[src/rtl/easyaxi_mst_rd_pkg.sv]
// Shared AXI widths, encodings and the outstanding-burst record for the read master.
package easyaxi_mst_rd_pkg;

  localparam int unsigned AXI_ID_W    = 4;
  localparam int unsigned AXI_ADDR_W  = 32;
  localparam int unsigned AXI_LEN_W   = 8;
  localparam int unsigned AXI_SIZE_W  = 3;
  localparam int unsigned AXI_BURST_W = 2;
  localparam int unsigned AXI_DATA_W  = 32;
  localparam int unsigned AXI_RESP_W  = 2;

  localparam logic [AXI_BURST_W-1:0] AXI_BURST_FIXED = 2'b00;
  localparam logic [AXI_BURST_W-1:0] AXI_BURST_INCR  = 2'b01;
  localparam logic [AXI_BURST_W-1:0] AXI_BURST_WRAP  = 2'b10;
  localparam logic [AXI_BURST_W-1:0] AXI_BURST_RSV   = 2'b11;

  localparam logic [AXI_RESP_W-1:0] AXI_RESP_OK     = 2'b00;
  localparam logic [AXI_RESP_W-1:0] AXI_RESP_EXOK   = 2'b01;
  localparam logic [AXI_RESP_W-1:0] AXI_RESP_SLVERR = 2'b10;
  localparam logic [AXI_RESP_W-1:0] AXI_RESP_DECERR = 2'b11;

  // One in-flight burst: which ID it carries and how many beats it should return.
  typedef struct packed {
    logic [AXI_ID_W-1:0]  id;
    logic [AXI_LEN_W-1:0] len;
  } ost_entry_t;

endpackage

[src/rtl/easyaxi_mst_rd_if.sv]
// AXI read-address and read-data channels between the read master and a slave.
interface easyaxi_mst_rd_if;
  import easyaxi_mst_rd_pkg::*;

  logic                   arvalid;
  logic                   arready;
  logic [AXI_ID_W-1:0]    arid;
  logic [AXI_ADDR_W-1:0]  araddr;
  logic [AXI_LEN_W-1:0]   arlen;
  logic [AXI_SIZE_W-1:0]  arsize;
  logic [AXI_BURST_W-1:0] arburst;
  logic                   rvalid;
  logic                   rready;
  logic [AXI_DATA_W-1:0]  rdata;
  logic [AXI_RESP_W-1:0]  rresp;
  logic                   rlast;

  modport master (
    output arvalid, arid, araddr, arlen, arsize, arburst, rready,
    input  arready, rvalid, rdata, rresp, rlast
  );

  modport slave (
    input  arvalid, arid, araddr, arlen, arsize, arburst, rready,
    output arready, rvalid, rdata, rresp, rlast
  );
endinterface

[src/rtl/easyaxi_mst_ost_fifo.sv]
// In-order FIFO of outstanding bursts; the head is the burst currently returning R beats.
module easyaxi_mst_ost_fifo
  import easyaxi_mst_rd_pkg::*;
#(
  parameter int unsigned DEPTH = 4
) (
  input  logic                     clk,
  input  logic                     rst,
  input  logic                     push_i,
  input  ost_entry_t               push_data_i,
  input  logic                     pop_i,
  output ost_entry_t               head_o,
  output logic                     full_o,
  output logic                     empty_o,
  output logic [$clog2(DEPTH):0]   count_o
);

  localparam int unsigned PtrW = $clog2(DEPTH);
  localparam int unsigned CntW = PtrW + 1;

  ost_entry_t            mem_q [DEPTH];
  logic [PtrW-1:0]       wptr_q, rptr_q;
  logic [CntW-1:0]       count_q;
  logic                  do_push, do_pop;

  assign full_o  = (count_q == CntW'(DEPTH));
  assign empty_o = (count_q == '0);
  assign count_o = count_q;
  assign head_o  = mem_q[rptr_q];
  assign do_push = push_i & ~full_o;
  assign do_pop  = pop_i & ~empty_o;

  // Storage needs no reset: entries are only read while count_q says they are valid.
  always_ff @(posedge clk) begin
    if (do_push) mem_q[wptr_q] <= push_data_i;
  end

  // Pointers wrap naturally because DEPTH is a power of two.
  always_ff @(posedge clk or posedge rst) begin
    if (rst) begin
      wptr_q  <= '0;
      rptr_q  <= '0;
      count_q <= '0;
    end else begin
      if (do_push) wptr_q <= wptr_q + 1'b1;
      if (do_pop)  rptr_q <= rptr_q + 1'b1;
      count_q <= count_q + CntW'(do_push) - CntW'(do_pop);
    end
  end

endmodule

[src/rtl/easyaxi_mst_rd.sv]
// AXI read master: turns commands into AR requests, tracks bursts in order and checks R beats.
module easyaxi_mst_rd
  import easyaxi_mst_rd_pkg::*;
#(
  parameter int unsigned OST_DEPTH  = 4,
  parameter int unsigned DONE_CNT_W = 16
) (
  input  logic                    clk,
  input  logic                    rst,
  input  logic                    enable,
  input  logic                    rd_stall,
  input  logic                    cmd_valid,
  output logic                    cmd_ready,
  input  logic [AXI_ID_W-1:0]     cmd_id,
  input  logic [AXI_ADDR_W-1:0]   cmd_addr,
  input  logic [AXI_LEN_W-1:0]    cmd_len,
  input  logic [AXI_SIZE_W-1:0]   cmd_size,
  input  logic [AXI_BURST_W-1:0]  cmd_burst,
  easyaxi_mst_rd_if.master        axi_mst,
  output logic                    usr_rd_valid,
  output logic [AXI_DATA_W-1:0]   usr_rd_data,
  output logic [AXI_RESP_W-1:0]   usr_rd_resp,
  output logic                    usr_rd_last,
  output logic [AXI_ID_W-1:0]     usr_rd_id,
  output logic [4:0]              ost_cnt,
  output logic [DONE_CNT_W-1:0]   done_cnt,
  output logic                    err_last,
  output logic                    err_resp
);

  logic                    arvalid_q;
  logic [AXI_ID_W-1:0]     arid_q;
  logic [AXI_ADDR_W-1:0]   araddr_q;
  logic [AXI_LEN_W-1:0]    arlen_q;
  logic [AXI_SIZE_W-1:0]   arsize_q;
  logic [AXI_BURST_W-1:0]  arburst_q;
  logic [AXI_LEN_W-1:0]    beat_cnt_q;
  logic [DONE_CNT_W-1:0]   done_cnt_q;
  logic                    err_last_q, err_resp_q;
  logic                    usr_valid_q, usr_last_q;
  logic [AXI_DATA_W-1:0]   usr_data_q;
  logic [AXI_RESP_W-1:0]   usr_resp_q;
  logic [AXI_ID_W-1:0]     usr_id_q;

  ost_entry_t                   head;
  logic                         fifo_full, fifo_empty;
  logic [$clog2(OST_DEPTH):0]   fifo_cnt;
  logic                         cmd_hs, ar_hs, r_hs, r_done, last_bad;

  // Only one AR can be pending, so a new command waits until the previous one is issued.
  assign cmd_ready = enable & ~arvalid_q & ~fifo_full;
  assign cmd_hs    = cmd_valid & cmd_ready;
  assign ar_hs     = arvalid_q & axi_mst.arready;
  assign axi_mst.rready = ~fifo_empty & ~rd_stall;
  assign r_hs      = axi_mst.rvalid & axi_mst.rready;
  assign r_done    = r_hs & axi_mst.rlast;
  // RLAST must coincide exactly with the beat whose index equals the issued length.
  assign last_bad  = axi_mst.rlast ? (beat_cnt_q != head.len) : (beat_cnt_q == head.len);

  easyaxi_mst_ost_fifo #(
    .DEPTH (OST_DEPTH)
  ) u_ost_fifo (
    .clk         (clk),
    .rst         (rst),
    .push_i      (cmd_hs),
    .push_data_i ('{id: cmd_id, len: cmd_len}),
    .pop_i       (r_done),
    .head_o      (head),
    .full_o      (fifo_full),
    .empty_o     (fifo_empty),
    .count_o     (fifo_cnt)
  );

  // AR request register: loaded on command accept, held until the slave takes it.
  always_ff @(posedge clk or posedge rst) begin
    if (rst) begin
      arvalid_q <= 1'b0;
      arid_q    <= '0;
      araddr_q  <= '0;
      arlen_q   <= '0;
      arsize_q  <= '0;
      arburst_q <= '0;
    end else if (cmd_hs) begin
      arvalid_q <= 1'b1;
      arid_q    <= cmd_id;
      araddr_q  <= cmd_addr;
      arlen_q   <= cmd_len;
      arsize_q  <= cmd_size;
      arburst_q <= cmd_burst;
    end else if (ar_hs) begin
      arvalid_q <= 1'b0;
    end
  end

  // R beat tracking, sticky error flags and completion counter.
  always_ff @(posedge clk or posedge rst) begin
    if (rst) begin
      beat_cnt_q <= '0;
      done_cnt_q <= '0;
      err_last_q <= 1'b0;
      err_resp_q <= 1'b0;
    end else if (r_hs) begin
      beat_cnt_q <= axi_mst.rlast ? '0 : beat_cnt_q + 1'b1;
      if (axi_mst.rlast) done_cnt_q <= done_cnt_q + 1'b1;
      if (last_bad) err_last_q <= 1'b1;
      if (axi_mst.rresp != AXI_RESP_OK) err_resp_q <= 1'b1;
    end
  end

  // User port: one registered pulse per accepted beat, tagged with the head burst's ID.
  always_ff @(posedge clk or posedge rst) begin
    if (rst) begin
      usr_valid_q <= 1'b0;
      usr_data_q  <= '0;
      usr_resp_q  <= '0;
      usr_last_q  <= 1'b0;
      usr_id_q    <= '0;
    end else begin
      usr_valid_q <= r_hs;
      if (r_hs) begin
        usr_data_q <= axi_mst.rdata;
        usr_resp_q <= axi_mst.rresp;
        usr_last_q <= axi_mst.rlast;
        usr_id_q   <= head.id;
      end
    end
  end

  assign axi_mst.arvalid = arvalid_q;
  assign axi_mst.arid    = arid_q;
  assign axi_mst.araddr  = araddr_q;
  assign axi_mst.arlen   = arlen_q;
  assign axi_mst.arsize  = arsize_q;
  assign axi_mst.arburst = arburst_q;
  assign usr_rd_valid    = usr_valid_q;
  assign usr_rd_data     = usr_data_q;
  assign usr_rd_resp     = usr_resp_q;
  assign usr_rd_last     = usr_last_q;
  assign usr_rd_id       = usr_id_q;
  assign ost_cnt         = 5'(fifo_cnt);
  assign done_cnt        = done_cnt_q;
  assign err_last        = err_last_q;
  assign err_resp        = err_resp_q;

endmodule

[src/flat_wrapper.sv]
// flat-port wrapper written by rule: the top's interface ports become plain ports
module easyaxi_mst_rd_flat import easyaxi_mst_rd_pkg::*;
#(
  parameter int unsigned OST_DEPTH  = 4,
  parameter int unsigned DONE_CNT_W = 16
)
  (clk, rst, enable, rd_stall, cmd_valid, cmd_ready, cmd_id, cmd_addr, cmd_len, cmd_size, cmd_burst, usr_rd_valid, usr_rd_data, usr_rd_resp, usr_rd_last, usr_rd_id, ost_cnt, done_cnt, err_last, err_resp, axi_mst_arvalid, axi_mst_arid, axi_mst_araddr, axi_mst_arlen, axi_mst_arsize, axi_mst_arburst, axi_mst_rready, axi_mst_arready, axi_mst_rvalid, axi_mst_rdata, axi_mst_rresp, axi_mst_rlast);
  easyaxi_mst_rd_if axi_mst_i ();
  input  logic clk;
  input  logic rst;
  input  logic enable;
  input  logic rd_stall;
  input  logic cmd_valid;
  output logic cmd_ready;
  input  logic [AXI_ID_W-1:0] cmd_id;
  input  logic [AXI_ADDR_W-1:0] cmd_addr;
  input  logic [AXI_LEN_W-1:0] cmd_len;
  input  logic [AXI_SIZE_W-1:0] cmd_size;
  input  logic [AXI_BURST_W-1:0] cmd_burst;
  output logic usr_rd_valid;
  output logic [AXI_DATA_W-1:0] usr_rd_data;
  output logic [AXI_RESP_W-1:0] usr_rd_resp;
  output logic usr_rd_last;
  output logic [AXI_ID_W-1:0] usr_rd_id;
  output logic [4:0] ost_cnt;
  output logic [DONE_CNT_W-1:0] done_cnt;
  output logic err_last;
  output logic err_resp;
  output wire logic [$bits(axi_mst_i.arvalid)-1:0] axi_mst_arvalid;
  output wire logic [$bits(axi_mst_i.arid)-1:0] axi_mst_arid;
  output wire logic [$bits(axi_mst_i.araddr)-1:0] axi_mst_araddr;
  output wire logic [$bits(axi_mst_i.arlen)-1:0] axi_mst_arlen;
  output wire logic [$bits(axi_mst_i.arsize)-1:0] axi_mst_arsize;
  output wire logic [$bits(axi_mst_i.arburst)-1:0] axi_mst_arburst;
  output wire logic [$bits(axi_mst_i.rready)-1:0] axi_mst_rready;
  input wire logic [$bits(axi_mst_i.arready)-1:0] axi_mst_arready;
  input wire logic [$bits(axi_mst_i.rvalid)-1:0] axi_mst_rvalid;
  input wire logic [$bits(axi_mst_i.rdata)-1:0] axi_mst_rdata;
  input wire logic [$bits(axi_mst_i.rresp)-1:0] axi_mst_rresp;
  input wire logic [$bits(axi_mst_i.rlast)-1:0] axi_mst_rlast;
  assign axi_mst_arvalid = axi_mst_i.arvalid;
  assign axi_mst_arid = axi_mst_i.arid;
  assign axi_mst_araddr = axi_mst_i.araddr;
  assign axi_mst_arlen = axi_mst_i.arlen;
  assign axi_mst_arsize = axi_mst_i.arsize;
  assign axi_mst_arburst = axi_mst_i.arburst;
  assign axi_mst_rready = axi_mst_i.rready;
  assign axi_mst_i.arready = axi_mst_arready;
  assign axi_mst_i.rvalid = axi_mst_rvalid;
  assign axi_mst_i.rdata = axi_mst_rdata;
  assign axi_mst_i.rresp = axi_mst_rresp;
  assign axi_mst_i.rlast = axi_mst_rlast;
  easyaxi_mst_rd #(.OST_DEPTH(OST_DEPTH), .DONE_CNT_W(DONE_CNT_W)) u_core (.clk(clk), .rst(rst), .enable(enable), .rd_stall(rd_stall), .cmd_valid(cmd_valid), .cmd_ready(cmd_ready), .cmd_id(cmd_id), .cmd_addr(cmd_addr), .cmd_len(cmd_len), .cmd_size(cmd_size), .cmd_burst(cmd_burst), .axi_mst(axi_mst_i), .usr_rd_valid(usr_rd_valid), .usr_rd_data(usr_rd_data), .usr_rd_resp(usr_rd_resp), .usr_rd_last(usr_rd_last), .usr_rd_id(usr_rd_id), .ost_cnt(ost_cnt), .done_cnt(done_cnt), .err_last(err_last), .err_resp(err_resp));
endmodule
[config.mk]
export PLATFORM = sky130hd
export DESIGN_NAME = easyaxi_mst_rd_flat
export DESIGN_NICKNAME = d
export VERILOG_FILES = /design/src/rtl/easyaxi_mst_rd_pkg.sv /design/src/rtl/easyaxi_mst_rd_if.sv /design/src/rtl/easyaxi_mst_ost_fifo.sv /design/src/rtl/easyaxi_mst_rd.sv /design/src/flat_wrapper.sv
export SDC_FILE = /design/constraint.sdc
export NUM_CORES = 1
export LEC_CHECK = 0
export ABC_CLOCK_PERIOD_IN_PS = 5100
export BUFFER_PORTS_ARGS = -buffer_cell sky130_fd_sc_hd__buf_2
export CAP_MARGIN = 20
export CORE_MARGIN = 10
export CORE_UTILIZATION = 50
export CTS_CLUSTER_SIZE = 12
export DETAILED_ROUTE_END_ITERATION = 10
export MAX_ROUTING_LAYER = met4
export PLACE_DENSITY_LB_ADDON = 0.12
export SYNTH_ARGS = -nofsm -noshare
export SYNTH_HDL_FRONTEND = slang
export SYNTH_SLANG_ARGS = --single-unit
[constraint.sdc]
create_clock -name clk -period 5.1 [get_ports clk]
set_clock_uncertainty 0.2 [all_clocks]
set_input_delay 1.02 -clock clk [delete_from_list [all_inputs] [get_ports clk]]
set_output_delay 1.02 -clock clk [all_outputs]
set_load 0.02 [all_outputs]
# == Word-level counts from Yosys, hierarchy flattened ==
# Memories as Yosys holds them, arrays and structs flattened.
# Index checks and enable logic that the tools add are counted.
# op_classes
eq_ne,3
addsub,6
n_mux,6
n_bitwise,13
n_reduce_logical,6
# op_table
cell,n
16-bit by 1-bit adder with 16-bit output (second input constant),1
1-bit AND,9
8-bit by 1-bit adder with 8-bit output (second input constant),1
8-bit == test,1
8-bit 2-to-1 mux,1
8-bit != test,1
2-bit AND reduction,3
1-bit 2-to-1 mux,5
2-bit by 1-bit adder with 2-bit output (second input constant),2
1-bit NOT,4
2-bit nonzero test,2
3-bit by 1-bit adder with 3-bit output,1
3-bit == test (second input constant),1
3-bit logical NOT,1
3-bit by 1-bit subtractor with 3-bit output,1
# totals
in_bits,91
regBits,123
word_cells,53
ramBits,48
mem_count,1
# mem_list
memory,words,width,rd,rd_clocked_by_memory_dff,wr,line_no,rtl
u_core.u_ost_fifo.mem_q,4,12,1,0,1,easyaxi_mst_ost_fifo.sv:21,ost_entry_t mem_q [DEPTH];

# == Depth between registers and ports, before layout ==
# Gate-level depths: netlist (run 1).
# logic_depth
depth_word,7
ltp_mapped,10
ltp_nobuf,9

# == Hierarchy ==
# From an unflattened synthesis (run 1), not the netlist that was laid out.
# unflattened
cells_unflattened,505
area_unflattened_um2,6912.9
# modules_own_cells
module,n_inst,area_per_inst_um2,seq_area_each_um2,cells_each
easyaxi_mst_rd,1,4677.0,2902.8,400
easyaxi_mst_ost_fifo,1,2235.9,1616.6,105

# == Least setup slack after synthesis (run 1) ==
# No wires, ideal clock.
# synth_timing
path_type,input-to-reg
from,in enable
to,reg u_core.u_ost_fifo.count_q[2] (netlist: u_core.u_ost_fifo.count_o[2])
n_path_buf,1
setup_ns,0.123
stages,9
t_arrival_ns,2.881
path_slack_ns,1.896
t_required_ns,4.777
path_cell_list,o311a_1 > nand2_1 > buf_2 > ha_1 > inv_1 > ha_1 > fa_1 > xnor2_1 > xnor2_1
# synth_between
elab_chain_len,6
# synth_rtl
element,line_no,rtl
start: declaration,flat_wrapper.sv:11,input logic enable;
1-bit AND (2 in a row),easyaxi_mst_rd.sv:51,assign cmd_ready = enable & ~arvalid_q & ~fifo_full;
1-bit AND,easyaxi_mst_rd.sv:52,assign cmd_hs = cmd_valid & cmd_ready;
1-bit AND,easyaxi_mst_ost_fifo.sv:30,assign do_push = push_i & ~full_o;
3-bit by 1-bit adder with 3-bit output,easyaxi_mst_ost_fifo.sv:47,count_q <= count_q + CntW'(do_push) - CntW'(do_pop);
3-bit by 1-bit subtractor with 3-bit output,easyaxi_mst_ost_fifo.sv:47,
end signal: assignment,easyaxi_mst_ost_fifo.sv:47,
end: declaration,easyaxi_mst_ost_fifo.sv:23,logic [CntW-1:0] count_q;
# Every way passes these cells.
# A chain may end at the register's enable or synchronous reset.

# == Final worst setup path (run 1) ==
# layout_timing
from,reg u_core.u_ost_fifo.count_q[0] (netlist: u_core.u_ost_fifo.count_o[0])
to,reg u_core.u_ost_fifo.count_q[2] (netlist: u_core.u_ost_fifo.count_o[2])
# layout_between
elab_chain_len,7
elab_cells_between_ends,13
# layout_rtl
element,line_no
3-bit == test / 3-bit logical NOT (equally long branches),"easyaxi_mst_ost_fifo.sv:26, easyaxi_mst_ost_fifo.sv:27"
1-bit NOT (on tied branches),--
1-bit AND (on tied branches),"easyaxi_mst_rd.sv:51, easyaxi_mst_rd.sv:54"
1-bit AND (on tied branches),"easyaxi_mst_rd.sv:52, easyaxi_mst_rd.sv:55"
1-bit AND (on tied branches),"easyaxi_mst_ost_fifo.sv:30, easyaxi_mst_rd.sv:56"
3-bit by 1-bit adder with 3-bit output / 1-bit AND (equally long branches),"easyaxi_mst_ost_fifo.sv:47, easyaxi_mst_ost_fifo.sv:31"
3-bit by 1-bit subtractor with 3-bit output *,easyaxi_mst_ost_fifo.sv:47
# Mark *: on every way between the ends. The rest lies on a longest branch, timed or not.

==> key figures, run 1 <==
Final layout
  – Final non-filler cell total: 891
  – Area added between synthesis and finish: 26.0%
  – Filler cells: 1,019
  – Number of nets in the layout: 801
  – Fraction of layout cells with a size suffix above 1: 40.6%

Route
  – Number of vias after detailed routing: 4,425
  – Drt total wl: 15.1 mm
  – Metal-1 WL: 6.53 mm
  – Detail-routed net length per standard cell: 17.0 um
  – Antenna violation net count after detailed routing: 0
  – Length of routed met2 wiring: 7.14 mm
  – Uppermost layer routed: met4
  – Violation count after the first detailed-route iteration: 206
  – Vias per std cell: 4.97
  – First drt pass iteration count: 5
  – Routed wl met3: 1.21 mm
  – DRC errors left: 0

STA
  – Relative slew slack: 52.1%
  – Maximum frequency from static timing analysis: 0.336 GHz
  – Number of pins exceeding their max-slew limit in the final report: 0
  – Actual slew at the worst max-slew pin: 718 ps
  – Min cycle time layout: 2980 ps
  – Final cycle utilization of the critical path: 58.4%
  – Final total negative setup slack: 0 ps
  – RSZ-0062 raised after global routing: false
  – Final hold violation count: 0
  – Total of endpoints with negative setup slack in the final report: 0

Floorplanning
  – Area of the die: 18,600 um^2
  – Die Y-Extent: 136 um
  – Chip width: 136 um
  – Cell Rows: 42
  – Initial Util: 51.1%
  – Number of placed I/O pins: 206
  – Std-Cell Core Area: 13,200 um^2

Worst setup path
  – Crit Path Class: reg2reg
  – Data arrival time of the worst path: 3110 ps
  – Critical-path maximum fanout: 17
  – Buf/Inv on CP: 1
  – Crit-path slowest cell: sky130_fd_sc_hd__or3_1
  – Kind of end point of the critical path: flop
  – Critical path's largest stage delay: 460 ps
  – Critical-path cell list: or3_1 -> and4_1 -> ha_1 -> inv_1 -> ha_1 -> fa_1 -> xnor2_1 -> xnor2_1
  – Startpoint Class: flop
  – Reg2reg setup slack: 2120 ps
  – CP required: 5230 ps
  – Kind of cell adding the most delay to the critical path: adder cells

Clock network
  – CTS HTree Levels: 4
  – Later-pin clock latency in the skew report: 420 ps
  – Number of clock sinks seen by CTS: 171
  – Hold Buf Count CTS: 0
  – Deepest clock path buffer count: 2
  – TritonCTS clock tree: built
  – Clk slew on worst S/H paths: 60 ps
  – Number of instances resized during post-cts repair: 0
  – Root buf cell: sky130_fd_sc_hd__clkbuf_16
  – Number of buffers added by the clock tree synthesis step: 17
  – Total setup buffers inserted after CTS: 0

GRT
  – Largest net degree at the start of global routing: 55
  – Global-route wire length before repair: 23.9 mm
  – Grt ovf: 0
  – Vias in the first global route: 4,629
  – Antenna violations before repair: 1
  – Global-route usage over all layers: 17.0%

Power and ir drop
  – Static Leakage: 4.12 nW
  – Maximum vdd ir drop: 0.316 mV
  – Power density relative to cell area: 569 nW/um^2

Min path
  – HP Class: reg2reg

Logic synthesis
  – Number of instances in the synthesized netlist: 494
  – Top post-synthesis cells by area: sky130_fd_sc_hd__dfrtp_1 (45%), sky130_fd_sc_hd__edfxtp_1 (21%), sky130_fd_sc_hd__mux2_2 (8.5%)
  – Area of the mapped netlist: 6770 um^2
  – Synth area leader: sky130_fd_sc_hd__dfrtp_1
  – Register area share after synthesis: 66.8%
  – Yosys warns: 0
  – Post-synth cell types: 34
  – Synthesized area divided by synthesized cell count: 13.7 um^2
  – Yosys reg bits: 171
  – Area share of the largest cell type after synthesis: 45.5%

Flow run
  – Number of maximum-capacitance violations: 0

Placement
  – IO Port Bufs: 203
  – Placed insts: 857
  – Post-detail-place hpwl: 11.1 mm
  – RePlAce Congestion: 0.832

Outcome
  – Result of the run: completed
[kinds of logic (layout without fill, tap and decap cells)]
family	count (synthesis)	in the layout	synth area share, %
adders and majority gates	9	9	1.77
AOI/OAI and AO/OA	9	9	0.850
other	1	3	0.0554
muxes	63	63	13.1
DFF	171	171	66.8
and+or+nand+nor	172	172	10.6
xor gates and xnor gates	33	33	4.27
buffers and inverters	36	255	2.51
[worst paths after layout]
kind	startpoint	end	cells past startpoint
min reg2reg	u_core.done_cnt[15]	u_core.done_cnt[15]	1
min in group asynchronous	rst	u_core.done_cnt[13]	2
max in group asynchronous	rst	u_core.u_ost_fifo.wptr_q[0]	3
min	u_core.done_cnt[15]	u_core.done_cnt[15]	1
max	u_core.u_ost_fifo.count_o[0]	u_core.u_ost_fifo.count_o[2]	8
max reg2reg	u_core.u_ost_fifo.count_o[0]	u_core.u_ost_fifo.count_o[2]	8
[cell usage after synthesis (all sizes together)]
| library cell | n |
|---|---|
| nand2b | 2 |
| buf | 11 |
| a21o | 2 |
| xnor2 | 22 |
| nand4 | 5 |
| nor4 | 3 |
| and4 | 1 |
| dfrtp | 123 |
| nor2 | 12 |
| and2 | 2 |
| a21oi | 1 |
| o21bai | 1 |
| fa | 1 |
| o311a | 1 |
| conb | 1 |
| nand3 | 6 |
| inv | 15 |
| edfxtp | 48 |
| nor3 | 6 |
| or3 | 3 |
| nand2 | 126 |
| o21ai | 4 |
| mux4 | 12 |
| and3 | 4 |
| ha | 8 |
| nand3b | 1 |
| or4 | 1 |
| xor2 | 11 |
| clkbuf | 10 |
| mux2 | 51 |
[stage by stage]
step	worst slack [ps]	power (mW)	utilization [%]	hold WS, ps	instance area [um^2]
floorplan	609	3.11	-	298	6770
global placement	1900	3.63	59.9	251	7940
detailed placement	1820	3.70	59.9	259	7940
CTS	2110	4.92	64.2	267	8500
global route	1990	5.14	64.4	276	8530
finish	2120	4.85	64.4	260	8530
[state kept, by name, indices dropped and copies added, names as in the netlist]
name	count
u_core.axi_mst.araddr	32
u_core.axi_mst.arburst	2
u_core.axi_mst.arid	4
u_core.axi_mst.arlen	8
u_core.axi_mst.arsize	3
u_core.axi_mst.arvalid	1
u_core.beat_cnt_q	8
u_core.done_cnt	16
u_core.err_last	1
u_core.err_resp	1
u_core.u_ost_fifo.count_o	3
u_core.u_ost_fifo.mem_q	48
u_core.u_ost_fifo.rptr_q	2
u_core.u_ost_fifo.wptr_q	2
u_core.usr_rd_data	32
u_core.usr_rd_id	4
u_core.usr_rd_last	1
u_core.usr_rd_resp	2
u_core.usr_rd_valid	1
[routing by layer]
metal | vias to the layer above | global-route usage (%)
met1 | 2141 | 21.2
met2 | 173 | 25.1
met3 | 15 | 5.46
met5 | - | -
li1 | 2096 | -
met4 | 0 | 7.04
[power breakdown]
part | internal [mW] | switching, mW | total [mW]
registers | 1.81 | 0.258 | 2.07
logic | 0.648 | 0.931 | 1.58
clock network | 0.721 | 0.484 | 1.21
[cells in the final DEF, fill, tap and decap left out, drive strengths merged]
cell | Yosys | routed
buf | 11 | 208
nand2 | 126 | 126
dfrtp | 123 | 123
mux2 | 51 | 51
edfxtp | 48 | 48
clkbuf | 10 | 25
xnor2 | 22 | 22
inv | 15 | 15
mux4 | 12 | 12
nor2 | 12 | 12
xor2 | 11 | 11
ha | 8 | 8
nor3 | 6 | 6
nand3 | 6 | 6
nand4 | 5 | 5
clkinv | 0 | 5
and3 | 4 | 4
o21ai | 4 | 4
or3 | 3 | 3
nor4 | 3 | 3
and2 | 2 | 2
a21o | 2 | 2
nand2b | 2 | 2
conb | 1 | 2
diode | 0 | 1
and4 | 1 | 1
o311a | 1 | 1
a21oi | 1 | 1
or4 | 1 | 1
nand3b | 1 | 1
o21bai | 1 | 1
fa | 1 | 1
bufinv | 0 | 1
clkinvlp | 0 | 1
[area by class of cell]
cell class                 instances  area, um^2  area share (%)
multi-input combinational        288        2090            24.5
inverter                          15        58.8           0.690
tap                              176         220            2.58
clock inverter                     7        66.3           0.778
timing repair buffer             208        1070            12.6
clock buffer                      25         495            5.81
sequential                       171        4520            53.0
antenna                            1        2.50          0.0293
Note: power is estimated with default switching activity, not from simulation.
==> inputs of run 2 (changes only) <==
- ABC_AREA: default -> 1
- ABC_CLOCK_PERIOD_IN_PS: 5100 -> 2400
- CORE_UTILIZATION: 50 -> 47
- clock period: 5.1 -> 2.4 ns (I/O delays scaled with it)
==> run 2 against run 1 <==
Non-clock buffer count up 19. Synthesized cell count up 31%. Register-to-register slack worse by 2100 ps. Cell area up 5.4%. First-iteration DRC count up 33%. Sequential cell count unchanged. Combinational power rose to 2.6 times the previous value. Clock power up 100%. Worst hold slack worse by 220 ps. Critical path depth up 4. Critical path type unchanged. Largest power group unchanged. Highest routed layer unchanged.
==> key figures, run 2 <==
Floorplanning
  – Area of the die: 20,400 um^2
  – Die Y-Extent: 143 um
  – Initial Util: 48.4%
  – Cell Rows: 44
  – Number of placed I/O pins: 206
  – Chip width: 143 um
  – Std-Cell Core Area: 14,600 um^2

Clock network
  – Later-pin clock latency in the skew report: 420 ps
  – Number of buffers added by the clock tree synthesis step: 17
  – Number of clock sinks seen by CTS: 171
  – Clk slew on worst S/H paths: 70 ps
  – Root buf cell: sky130_fd_sc_hd__clkbuf_16
  – TritonCTS clock tree: built
  – CTS HTree Levels: 4
  – Deepest clock path buffer count: 2

GRT
  – Global-route wire length before repair: 27.5 mm
  – Largest net degree at the start of global routing: 68
  – Global-route usage over all layers: 17.4%
  – Vias in the first global route: 5,559
  – Grt ovf: 0
  – Antenna violations before repair: 0

Worst setup path
  – Critical-path maximum fanout: 3
  – Data arrival time of the worst path: 2460 ps
  – CP required: 2500 ps
  – Crit-path slowest cell: sky130_fd_sc_hd__dfrtp_2
  – Startpoint Class: flop
  – Kind of end point of the critical path: flop
  – Crit Path Class: reg2reg
  – Critical-path cell list: inv_2 -> nand3b_1 -> nand2_2 -> nor2_8 -> nand2_4 -> inv_4 -> ha_4 -> inv_2 -> ha_4 -> fa_2 -> xnor2_2 -> xor2_1
  – Critical path's largest stage delay: 410 ps

Placement
  – Cell area reported after detailed placement: 8390 um^2
  – Post-place setup slack: 58.8 ps
  – RePlAce Congestion: 0.839
  – Post-detail-place hpwl: 12.7 mm
  – IO Port Bufs: 203
  – Placed insts: 1,028

Flow run
  – Number of maximum-capacitance violations: 0

Final layout
  – Area added between synthesis and finish: 26.9%
  – Max reg flops: 48
  – Final non-filler cell total: 1,067
  – Fraction of layout cells with a size suffix above 1: 37.4%
  – Most common library cell in the layout ignoring fill and taps: sky130_fd_sc_hd__nand2_1
  – Largest Register: u_core.u_ost_fifo.mem_q
  – Layout Utilization: 61.4%
  – Top library cells by usage in the layout, fill and taps aside: sky130_fd_sc_hd__nand2_1 (208), sky130_fd_sc_hd__buf_2 (203), sky130_fd_sc_hd__dfrtp_1 (120), sky130_fd_sc_hd__mux2_2 (48), sky130_fd_sc_hd__edfxtp_1 (48)
  – Total non-filler cell area in the finished layout: 8990 um^2
  – Number of nets in the layout: 969

STA
  – Relative slew slack: 53.9%
  – Total of endpoints with negative setup slack in the final report: 0
  – Final total negative setup slack: 0 ps
  – Final cycle utilization of the critical path: 98.2%
  – Min cycle time layout: 2360 ps
  – Fin worst setup slack: 42.1 ps
  – Hold Worst Slack: 35.6 ps
  – Final hold violation count: 0
  – Number of pins exceeding their max-slew limit in the final report: 0
  – Actual slew at the worst max-slew pin: 692 ps
  – RSZ-0062 raised after global routing: true
  – Maximum frequency from static timing analysis: 0.424 GHz

Logic synthesis
  – Number of enable-type register cells in the synthesized netlist: 48
  – Number of instances in the synthesized netlist: 646
  – Register area share after synthesis: 63.8%
  – Top post-synthesis cells by area: sky130_fd_sc_hd__dfrtp_1 (43%), sky130_fd_sc_hd__edfxtp_1 (20%), sky130_fd_sc_hd__nand2_1 (11%)
  – Area share of the largest cell type after synthesis: 43.5%
  – Synth area leader: sky130_fd_sc_hd__dfrtp_1
  – Yosys warns: 0
  – Post-synth cell types: 38
  – Share of synthesized flip-flops with an asynchronous set or reset: 71.9%
  – Most common cell in the synthesized netlist: sky130_fd_sc_hd__nand2_1
  – Most numerous cell types in the synthesized netlist: sky130_fd_sc_hd__nand2_1 (210), sky130_fd_sc_hd__dfrtp_1 (123), sky130_fd_sc_hd__edfxtp_1 (48), sky130_fd_sc_hd__mux2_2 (48), sky130_fd_sc_hd__inv_1 (43)
  – Area of the mapped netlist: 7080 um^2
  – Synthesized area divided by synthesized cell count: 11.0 um^2
  – Most instantiated flip-flop cell in the synthesis netlist: sky130_fd_sc_hd__dfrtp_1
  – Yosys reg bits: 171

Power and ir drop
  – Power density relative to cell area: 1210 nW/um^2
  – Static Leakage: 4.44 nW
  – Pwr Total: 10.8 mW
  – Maximum vdd ir drop: 0.712 mV

Min path
  – HP Class: in2reg

Route
  – Vias per std cell: 4.89
  – Drt total wl: 17.3 mm
  – Violation count after the first detailed-route iteration: 273
  – Number of vias after detailed routing: 5,217
  – DRC errors left: 0
  – Detail-routed net length per standard cell: 16.2 um
  – First drt pass iteration count: 4
  – Antenna violation net count after detailed routing: 0

Outcome
  – Result of the run: completed
-- run 2: changes by cell type in the layout (fill, tap and decap cells not counted), moves of 17 or more --
cell,delta
sky130_fd_sc_hd__buf_4,+17
sky130_fd_sc_hd__inv_1,+25
sky130_fd_sc_hd__nand2_1,+83
sky130_fd_sc_hd__nand3_1,+27
sky130_fd_sc_hd__nor2_1,+21
sky130_fd_sc_hd__xnor2_1,-21
-- run 2: kinds of logic (layout without fill, tap and decap cells) --
logic type | Yosys count | count (layout) | synth area share, %
AO/OA/AOI/OAI | 28 | 28 | 2.37
XOR/XNOR | 18 | 18 | 2.23
adder cells (fa/ha/maj) | 9 | 9 | 1.70
buffers and inverters | 71 | 306 | 4.33
flip-flops | 171 | 171 | 63.8
multiplexers | 49 | 49 | 7.79
other | 1 | 3 | 0.0529
AND/OR/NAND/NOR | 299 | 299 | 17.7
-- run 2: path summary, 6_finish.rpt --
kind / startpoint / end / slack, ps / depth (start not counted)
worst max-delay path: u_core.u_ost_fifo.count_o[0] / u_core.u_ost_fifo.count_o[2] / 40 / 12
worst min-delay path: axi_mst_arready / u_core.axi_mst.arvalid / 40 / 2
worst max register to register: u_core.u_ost_fifo.count_o[0] / u_core.u_ost_fifo.count_o[2] / 40 / 12
worst min register to register: u_core.usr_rd_data[25] / u_core.usr_rd_data[25] / 270 / 2
max in group asynchronous: rst / u_core.beat_cnt_q[3] / 960 / 4
min in group asynchronous: rst / u_core.axi_mst.araddr[25] / 390 / 3
-- run 2: routing by layer --
layer	GRT usage [%]	up-vias	routed length, um
met5	-	-	0
met4	6.08	0	233
met1	20.3	2501	7330
met2	28.0	167	8500
li1	-	2529	-
met3	5.64	20	1200
-- run 2: critical path, delay by kind of cell (launching register included) --
family	cells	cell delay, ps
XOR/XNOR	2	310
adder cells (fa/ha/maj)	3	810
buffers and inverters	3	170
flip-flops	1	410
AND/OR/NAND/NOR	4	360
-- run 2: power breakdown --
part	internal (mW)	leakage (nW)	total [mW]	switching [mW]
clock network	1.32	0.260	2.44	1.12
logic	1.49	2.27	4.07	2.58
registers	3.86	1.91	4.33	0.476
-- run 2: cell type report --
cell class / count / area [um^2]
fill: 1236 / 5650
sequential: 171 / 4520
multi-input combinational: 405 / 2300
timing repair buffer: 227 / 1220
clock buffer: 17 / 425
tap: 184 / 230
inverter: 47 / 185
clock inverter: 15 / 100
antenna: 1 / 2.50
-- run 2: repair_timing --
action                                  4_1_cts  5_1_grt
hold endpoints to repair                     13        0
endpoints found under the setup margin        0        1
resized for setup                             0        6
setup buffers                                 0        5
hold buffers                                  1        0
